File: config.mk
export PLATFORM = sky130hd
export DESIGN_NAME = wb_port_arbiter_flat
export DESIGN_NICKNAME = d
export VERILOG_FILES = /design/src/rtl/wb_port_arbiter_pkg.sv /design/src/rtl/wb_port_arbiter_if.sv /design/src/rtl/wb_starve_cnt.sv /design/src/rtl/wb_port_arbiter.sv /design/src/flat_wrapper.sv
export SDC_FILE = /design/constraint.sdc
export NUM_CORES = 1
export LEC_CHECK = 0
export CORE_MARGIN = 3
export CORE_UTILIZATION = 44
export DETAILED_ROUTE_END_ITERATION = 10
export PLACE_DENSITY = 0.91
export SLEW_MARGIN = 0
export SYNTH_ARGS = -nofsm -noshare
export SYNTH_HDL_FRONTEND = slang
export SYNTH_SLANG_ARGS = --single-unit
File: constraint.sdc
create_clock -name clk -period 3.7 [get_ports clk]
set_clock_uncertainty 0.1 [all_clocks]
set_input_delay 1.11 -clock clk [delete_from_list [all_inputs] [get_ports clk]]
set_output_delay 1.11 -clock clk [all_outputs]
set_load 0.02 [all_outputs]
File: src/rtl/wb_port_arbiter_pkg.sv
// Shared writeback-arbiter definitions: FSM encoding, starvation defaults,
// and the register-hazard helper.
package wb_port_arbiter_pkg;

    localparam int CNT_W = 8;
    localparam int STARVE_LIMIT_DEF = 4;

    localparam logic [0:0] PIPE_PRI  = 1'b0;
    localparam logic [0:0] MDU_FORCE = 1'b1;

    typedef logic [4:0] reg_addr_t;

    // Same non-zero destination means the MDU result must land first.
    function automatic logic same_rd(input reg_addr_t a, input reg_addr_t b);
        return (a == b) && (a != '0);
    endfunction

endpackage

File: src/rtl/wb_port_arbiter_if.sv
// Writeback port bundle: two requesters in, one register-file write and
// scoreboard release out.
interface wb_port_arbiter_if #(parameter int DATA_W = 32);

    logic              pipe_valid;
    logic [4:0]        pipe_rd;
    logic [DATA_W-1:0] pipe_data;
    logic              pipe_ready;

    logic              mdu_valid;
    logic [4:0]        mdu_rd;
    logic [DATA_W-1:0] mdu_data;
    logic              mdu_ready;

    logic              rf_we;
    logic [4:0]        rf_waddr;
    logic [DATA_W-1:0] rf_wdata;
    logic              release_valid;
    logic [4:0]        release_rd;
    logic              stall_M;

    modport slave (
        input  pipe_valid, pipe_rd, pipe_data,
        input  mdu_valid, mdu_rd, mdu_data,
        output pipe_ready, mdu_ready,
        output rf_we, rf_waddr, rf_wdata,
        output release_valid, release_rd, stall_M
    );

    modport master (
        output pipe_valid, pipe_rd, pipe_data,
        output mdu_valid, mdu_rd, mdu_data,
        input  pipe_ready, mdu_ready,
        input  rf_we, rf_waddr, rf_wdata,
        input  release_valid, release_rd, stall_M
    );

endinterface

File: src/rtl/wb_starve_cnt.sv
// Saturating count of consecutive cycles the MDU is denied writeback.
module wb_starve_cnt
    import wb_port_arbiter_pkg::*;
(
    input  logic             clk,
    input  logic             reset_E,
    input  logic             inc,
    input  logic             clr,
    input  logic [CNT_W-1:0] limit,
    output logic             at_limit,
    output logic             hit,
    output logic [CNT_W-1:0] cnt
);

    logic [CNT_W-1:0] cnt_q, cnt_d;
    logic [CNT_W-1:0] lim_m1;
    logic             at_limit_q;

    assign lim_m1 = (limit == '0) ? '0 : limit - CNT_W'(1);

    always_comb begin
        cnt_d = cnt_q;
        if (clr)
            cnt_d = '0;
        else if (inc && (cnt_q < lim_m1))
            cnt_d = cnt_q + CNT_W'(1);
    end

    // This denial is the one that brings the count to its ceiling.
    assign hit = inc && !clr && (cnt_d == lim_m1);

    always_ff @(posedge clk or posedge reset_E) begin
        if (reset_E) begin
            cnt_q      <= '0;
            at_limit_q <= 1'b0;
        end else begin
            cnt_q      <= cnt_d;
            at_limit_q <= hit;
        end
    end

    assign at_limit = at_limit_q;
    assign cnt      = cnt_q;

endmodule

File: src/rtl/wb_port_arbiter.sv
// Two-requester writeback arbiter: pipe has priority, the MDU wins on a
// same-rd hazard or once it has starved too long.
module wb_port_arbiter
    import wb_port_arbiter_pkg::*;
#(
    parameter int DATA_W       = 32,
    parameter int STARVE_LIMIT = STARVE_LIMIT_DEF
) (
    input  logic          clk,
    input  logic          reset_E,
    wb_port_arbiter_if.slave bus
);

    localparam logic [CNT_W-1:0] LIMIT = CNT_W'(STARVE_LIMIT);

    logic [0:0]        state_q, state_d;
    logic              pipe_gnt, mdu_gnt;
    logic              inc, clr, hit, at_limit;
    logic [CNT_W-1:0]  wait_cnt;
    logic              win_vld;
    logic [4:0]        win_rd;
    logic [DATA_W-1:0] win_data;
    logic              rf_we_q;
    logic [4:0]        rf_waddr_q;
    logic [DATA_W-1:0] rf_wdata_q;

    always_comb begin
        pipe_gnt = 1'b0;
        mdu_gnt  = 1'b0;
        if (!reset_E) begin
            unique case (1'b1)
                (state_q == PIPE_PRI): begin
                    mdu_gnt = bus.mdu_valid &&
                              (!bus.pipe_valid ||
                               same_rd(bus.pipe_rd, bus.mdu_rd));
                    pipe_gnt = bus.pipe_valid && !mdu_gnt;
                end
                (state_q == MDU_FORCE): begin
                    mdu_gnt = bus.mdu_valid;
                end
            endcase
        end
    end

    assign inc = bus.mdu_valid && !mdu_gnt;
    assign clr = !bus.mdu_valid || mdu_gnt;

    wb_starve_cnt u_cnt (
        .clk      (clk),
        .reset_E  (reset_E),
        .inc      (inc),
        .clr      (clr),
        .limit    (LIMIT),
        .at_limit (at_limit),
        .hit      (hit),
        .cnt      (wait_cnt)
    );

    always_comb begin
        state_d = state_q;
        unique case (1'b1)
            (state_q == PIPE_PRI): begin
                if (hit || (at_limit && inc))
                    state_d = MDU_FORCE;
            end
            (state_q == MDU_FORCE): begin
                if (mdu_gnt || !bus.mdu_valid)
                    state_d = PIPE_PRI;
            end
        endcase
    end

    assign win_vld  = pipe_gnt || mdu_gnt;
    assign win_rd   = mdu_gnt ? bus.mdu_rd : bus.pipe_rd;
    assign win_data = mdu_gnt ? bus.mdu_data : bus.pipe_data;

    always_ff @(posedge clk or posedge reset_E) begin
        if (reset_E) begin
            state_q    <= PIPE_PRI;
            rf_we_q    <= 1'b0;
            rf_waddr_q <= '0;
            rf_wdata_q <= '0;
        end else begin
            state_q <= state_d;
            rf_we_q <= win_vld && (win_rd != '0);
            // x0 writes are dropped, so the last real write stays visible.
            if (win_vld && (win_rd != '0)) begin
                rf_waddr_q <= win_rd;
                rf_wdata_q <= win_data;
            end
        end
    end

    assign bus.pipe_ready    = pipe_gnt;
    assign bus.mdu_ready     = mdu_gnt;
    assign bus.stall_M       = bus.pipe_valid && !pipe_gnt;
    assign bus.rf_we         = rf_we_q;
    assign bus.rf_waddr      = rf_waddr_q;
    assign bus.rf_wdata      = rf_wdata_q;
    assign bus.release_valid = rf_we_q;
    assign bus.release_rd    = rf_waddr_q;

endmodule

File: src/flat_wrapper.sv
// flat-port wrapper written by rule: the top's interface ports become plain ports
module wb_port_arbiter_flat import wb_port_arbiter_pkg::*;
#(
    parameter int DATA_W       = 32,
    parameter int STARVE_LIMIT = STARVE_LIMIT_DEF
)
  (clk, reset_E, bus_pipe_valid, bus_pipe_rd, bus_pipe_data, bus_mdu_valid, bus_mdu_rd, bus_mdu_data, bus_pipe_ready, bus_mdu_ready, bus_rf_we, bus_rf_waddr, bus_rf_wdata, bus_release_valid, bus_release_rd, bus_stall_M);
  wb_port_arbiter_if #(.DATA_W(DATA_W)) bus_i ();
  input  logic clk;
  input  logic reset_E;
  input wire logic [$bits(bus_i.pipe_valid)-1:0] bus_pipe_valid;
  input wire logic [$bits(bus_i.pipe_rd)-1:0] bus_pipe_rd;
  input wire logic [$bits(bus_i.pipe_data)-1:0] bus_pipe_data;
  input wire logic [$bits(bus_i.mdu_valid)-1:0] bus_mdu_valid;
  input wire logic [$bits(bus_i.mdu_rd)-1:0] bus_mdu_rd;
  input wire logic [$bits(bus_i.mdu_data)-1:0] bus_mdu_data;
  output wire logic [$bits(bus_i.pipe_ready)-1:0] bus_pipe_ready;
  output wire logic [$bits(bus_i.mdu_ready)-1:0] bus_mdu_ready;
  output wire logic [$bits(bus_i.rf_we)-1:0] bus_rf_we;
  output wire logic [$bits(bus_i.rf_waddr)-1:0] bus_rf_waddr;
  output wire logic [$bits(bus_i.rf_wdata)-1:0] bus_rf_wdata;
  output wire logic [$bits(bus_i.release_valid)-1:0] bus_release_valid;
  output wire logic [$bits(bus_i.release_rd)-1:0] bus_release_rd;
  output wire logic [$bits(bus_i.stall_M)-1:0] bus_stall_M;
  assign bus_i.pipe_valid = bus_pipe_valid;
  assign bus_i.pipe_rd = bus_pipe_rd;
  assign bus_i.pipe_data = bus_pipe_data;
  assign bus_i.mdu_valid = bus_mdu_valid;
  assign bus_i.mdu_rd = bus_mdu_rd;
  assign bus_i.mdu_data = bus_mdu_data;
  assign bus_pipe_ready = bus_i.pipe_ready;
  assign bus_mdu_ready = bus_i.mdu_ready;
  assign bus_rf_we = bus_i.rf_we;
  assign bus_rf_waddr = bus_i.rf_waddr;
  assign bus_rf_wdata = bus_i.rf_wdata;
  assign bus_release_valid = bus_i.release_valid;
  assign bus_release_rd = bus_i.release_rd;
  assign bus_stall_M = bus_i.stall_M;
  wb_port_arbiter #(.DATA_W(DATA_W), .STARVE_LIMIT(STARVE_LIMIT)) u_core (.clk(clk), .reset_E(reset_E), .bus(bus_i));
endmodule
==> flow_summary_export.csv <==
group,metric,value,unit
status,status,"finished, final reports clean",
synth,syn_inst,197,
floorplan,boundaryPins,125,
sta,fin_ws,0.07546,ns
sta,post-route-period-util,0.9796,
pwr,p_seq_frac,0.393,
pwr,pwr-share-comb,0.424,
worst_setup_path,cp_data_required_time,2.49,ns
sta,slew_viol_final,0,
grt,globalRouteOverflowTotal,0,
drt,drtPass1Iterations,4,
floorplan,fp.dieW,81.68,um
clocking,cts_tree,"done",
clocking,numClockSinks,48,
placed_design,gp_congestion,0.8922,
pwr,vdd_drop_max,0.0002677,V
worst_setup_path,cp_top_family,"simple AND/OR/NAND/NOR gates",
synth,synth_area_per_cell,12.79,um2
synth,ys_top_cells_by_count,"mux2_2, dfrtp_1, mux2_1, buf_4, nor2_1",
synth,postSynthNetCount,276,
clocking,cts.clk_slew.worst_paths,0.09,ns
worst_setup_path,end_kind,"output pin",
synth,syn_area,2520,um2
sta,tightestPinTransition,0.6101,ns
grt,grt_antenna_before_repair,0,
synth,yosysMostFrequentCell,"mux2_2",
synth,ys_seq_area_frac,0.4767,
synth,synth_area_leaders,"dfrtp_1, mux2_2, mux2_1",
pwr,powerDensity,425.1,nW/um2
floorplan,die_h,81.68,um
sta,max-slew-margin-rel,0.5933,
worst_setup_path,worstSetupPathType,"in -> out",
layout,drive_gt1_frac,0.3047,
placed_design,place_hpwl,5124,um
job,max_cap_viol_count,0,
placed_design,io_buffers,124,
sta,fmax,0.2759,GHz
layout,diodes,0,
sta,min_period,3.625,ns
grt,grt_pass1_vias,2233,
drt,wl_per_cell,16.69,um
grt,grt_max_degree,50,
synth,ys.flop_type,"dfrtp_1",
grt,grt_pass1_wl,10750,um
synth,synth.distinct_cells,36,
worst_setup_path,crit_path_cell_trace,"dlygate4sd2_1, xor2_2, nor4_4, and3_4, nor3_4, nor2b_1, buf_4",
min_path,holdCritPathClass,"reg -> reg",
floorplan,dieArea,6671,um2
clocking,clk_root_buffer_cell,"clkbuf_8",
floorplan,start_util,0.4723,
synth,synth_edf_count,0,
floorplan,rows,26,
worst_setup_path,path_buf_inv,2,
worst_setup_path,cp_slowest_cell,"nor4_4",
worst_setup_path,path_max_fanout,2,
drt,viasPerCell,5.105,
pwr,p_leak,1.762,nW
layout,nNetsFinal,416,
sta,holdWs,0.3894,ns
synth,ys_ff_latch,48,
pwr,p_sw,0.5632,mW
clocking,cts_made_buffers,5,
synth,synth_warnings,0,
drt,initialDrtViolationCount,93,
drt,ant_nets,0,
clocking,clock_path_buffers,2,
drt,wl,6810,um
pwr,switching_share,0.3232,
sta,rsz0062_at_grt,"no",
sta,finalSetupViolations,0,
pwr,clock_power_share,0.183,
synth,async_flop_share,1.000,
placed_design,place_ws,-0.6544,ns
worst_setup_path,cp_data_arrival_time,2.41,ns
floorplan,design.core.area,5335,um2
drt,via_count,2083,
pwr,total_power,1.743,mW
layout,syn2layout_area_growth,62.66,%
synth,synth_top_area_cell,"dfrtp_1",
synth,synth_top_area_frac,0.4767,
clocking,clk_latency,0.30,ns
worst_setup_path,max_stage_delay,0.31,ns
clocking,cts_max_level,2,
grt,track_usage,0.2129,
worst_setup_path,cp-start-kind,"primary input",
drt,post-route-drc-count,0,
pwr,p_int,1.179,mW
sta,hold_viol,0,
## cells in the final DEF, fill, tap and decap left out, types with 2 or more instances in the layout
master and n:
a21oi_1 4, a31oi_1 2, and3_1 5, buf_12 2
buf_2 2, buf_4 22, clkbuf_2 2, clkbuf_8 6
clkdlybuf4s50_1 111, clkinv_2 2, dfrtp_1 48, dlygate4sd2_1 6
dlymetal6s2s_1 2, inv_1 4, inv_2 2, mux2_1 19
mux2_2 51, nand2_1 2, nand2b_1 5, nand3_1 2
nor2_1 7, nor2b_1 3, nor4_1 2, nor4_4 2
o211ai_1 2, xor2_2 3
## per-layer routing
layer,global-route usage,routed length (um),up-vias
li1,-,-,980
met1,0.2380,2494,1007
met2,0.3811,3613,86
met3,0.07895,617,10
met4,0.05648,85,0
met5,0,0,-
## cells by family (layout without fill, tap and decap cells)
logic type / Yosys count / count (layout) / synth area share
AO/OA/AOI/OAI: 19 / 19 / 0.06207
multiplexers: 71 / 71 / 0.3168
flip-flops: 48 / 48 / 0.4767
AND/OR/NAND/NOR: 33 / 33 / 0.07845
adder cells (fa/ha/maj): 1 / 1 / 0.004964
XOR/XNOR: 5 / 5 / 0.01738
buffers and inverters: 20 / 161 / 0.04369
## through the flow
stage	instances	setup TNS (ns)	util	cell area, um2
floorplan	197	0	-	2525
global placement	397	-1.677	0.7404	3950
detailed placement	397	-3.630	0.7404	3950
CTS	407	0	0.7643	4078
global route	408	0	0.7683	4099
finish	408	0	0.7683	4099
## what timing repair did
item / 4_1_cts / 5_1_grt
pin swaps: 3 / 4
setup buffers: 2 / 1
hold buffers: 0 / 0
cloned: 0 / 0
endpoints found under the setup margin: 3 / 3
resized for setup: 29 / 9
hold endpoints to repair: 0 / 0
## final timing paths
kind                                                          start                              endpoint  slack [ns]  cells past startpoint
worst max-delay path                                  bus_mdu_rd[1]                           bus_stall_M        0.08                      7
worst min-delay path            u_core.bus.rf_wdata[21]$_DFFE_PP0P_   u_core.bus.rf_wdata[21]$_DFFE_PP0P_        0.39                      1
worst max register to register             u_core.state_q$_DFF_PP0_   u_core.bus.rf_wdata[17]$_DFFE_PP0P_        1.38                      6
worst min register to register  u_core.bus.rf_wdata[21]$_DFFE_PP0P_   u_core.bus.rf_wdata[21]$_DFFE_PP0P_        0.39                      1
max in group asynchronous                                   reset_E    u_core.bus.rf_wdata[6]$_DFFE_PP0P_        1.68                      4
min in group asynchronous                                   reset_E  u_core.bus.release_rd[1]$_DFFE_PP0P_        1.40                      4
## power by group through the flow
stage	Sequential [mW]	Clock, mW	Combinational, mW
after floorplan	0.805	0	0.254
after global placement	0.687	0	0.724
after detailed placement	0.696	0	0.740
after CTS	0.686	0.325	0.745
after global routing	0.700	0.350	0.784
final	0.685	0.319	0.739
## layout make-up
type                    instances  area [um2]
inverters                       6       22.52
clock inverters                 2       10.01
repair buffers                147        1414
flip-flops and latches         48        1201
clock buffers                   6       82.58
well taps                      70       87.58
fillers                       363        1236
multi-input cells             129        1281
## registers in the layout, indices dropped and copies added, names as in the netlist
name and cells:
u_core.bus.release_rd 5, u_core.bus.release_valid 1, u_core.bus.rf_wdata 32, u_core.state_q 1, u_core.u_cnt.at_limit 1, u_core.u_cnt.cnt 8
Note: power is estimated with default switching activity, not from simulation.
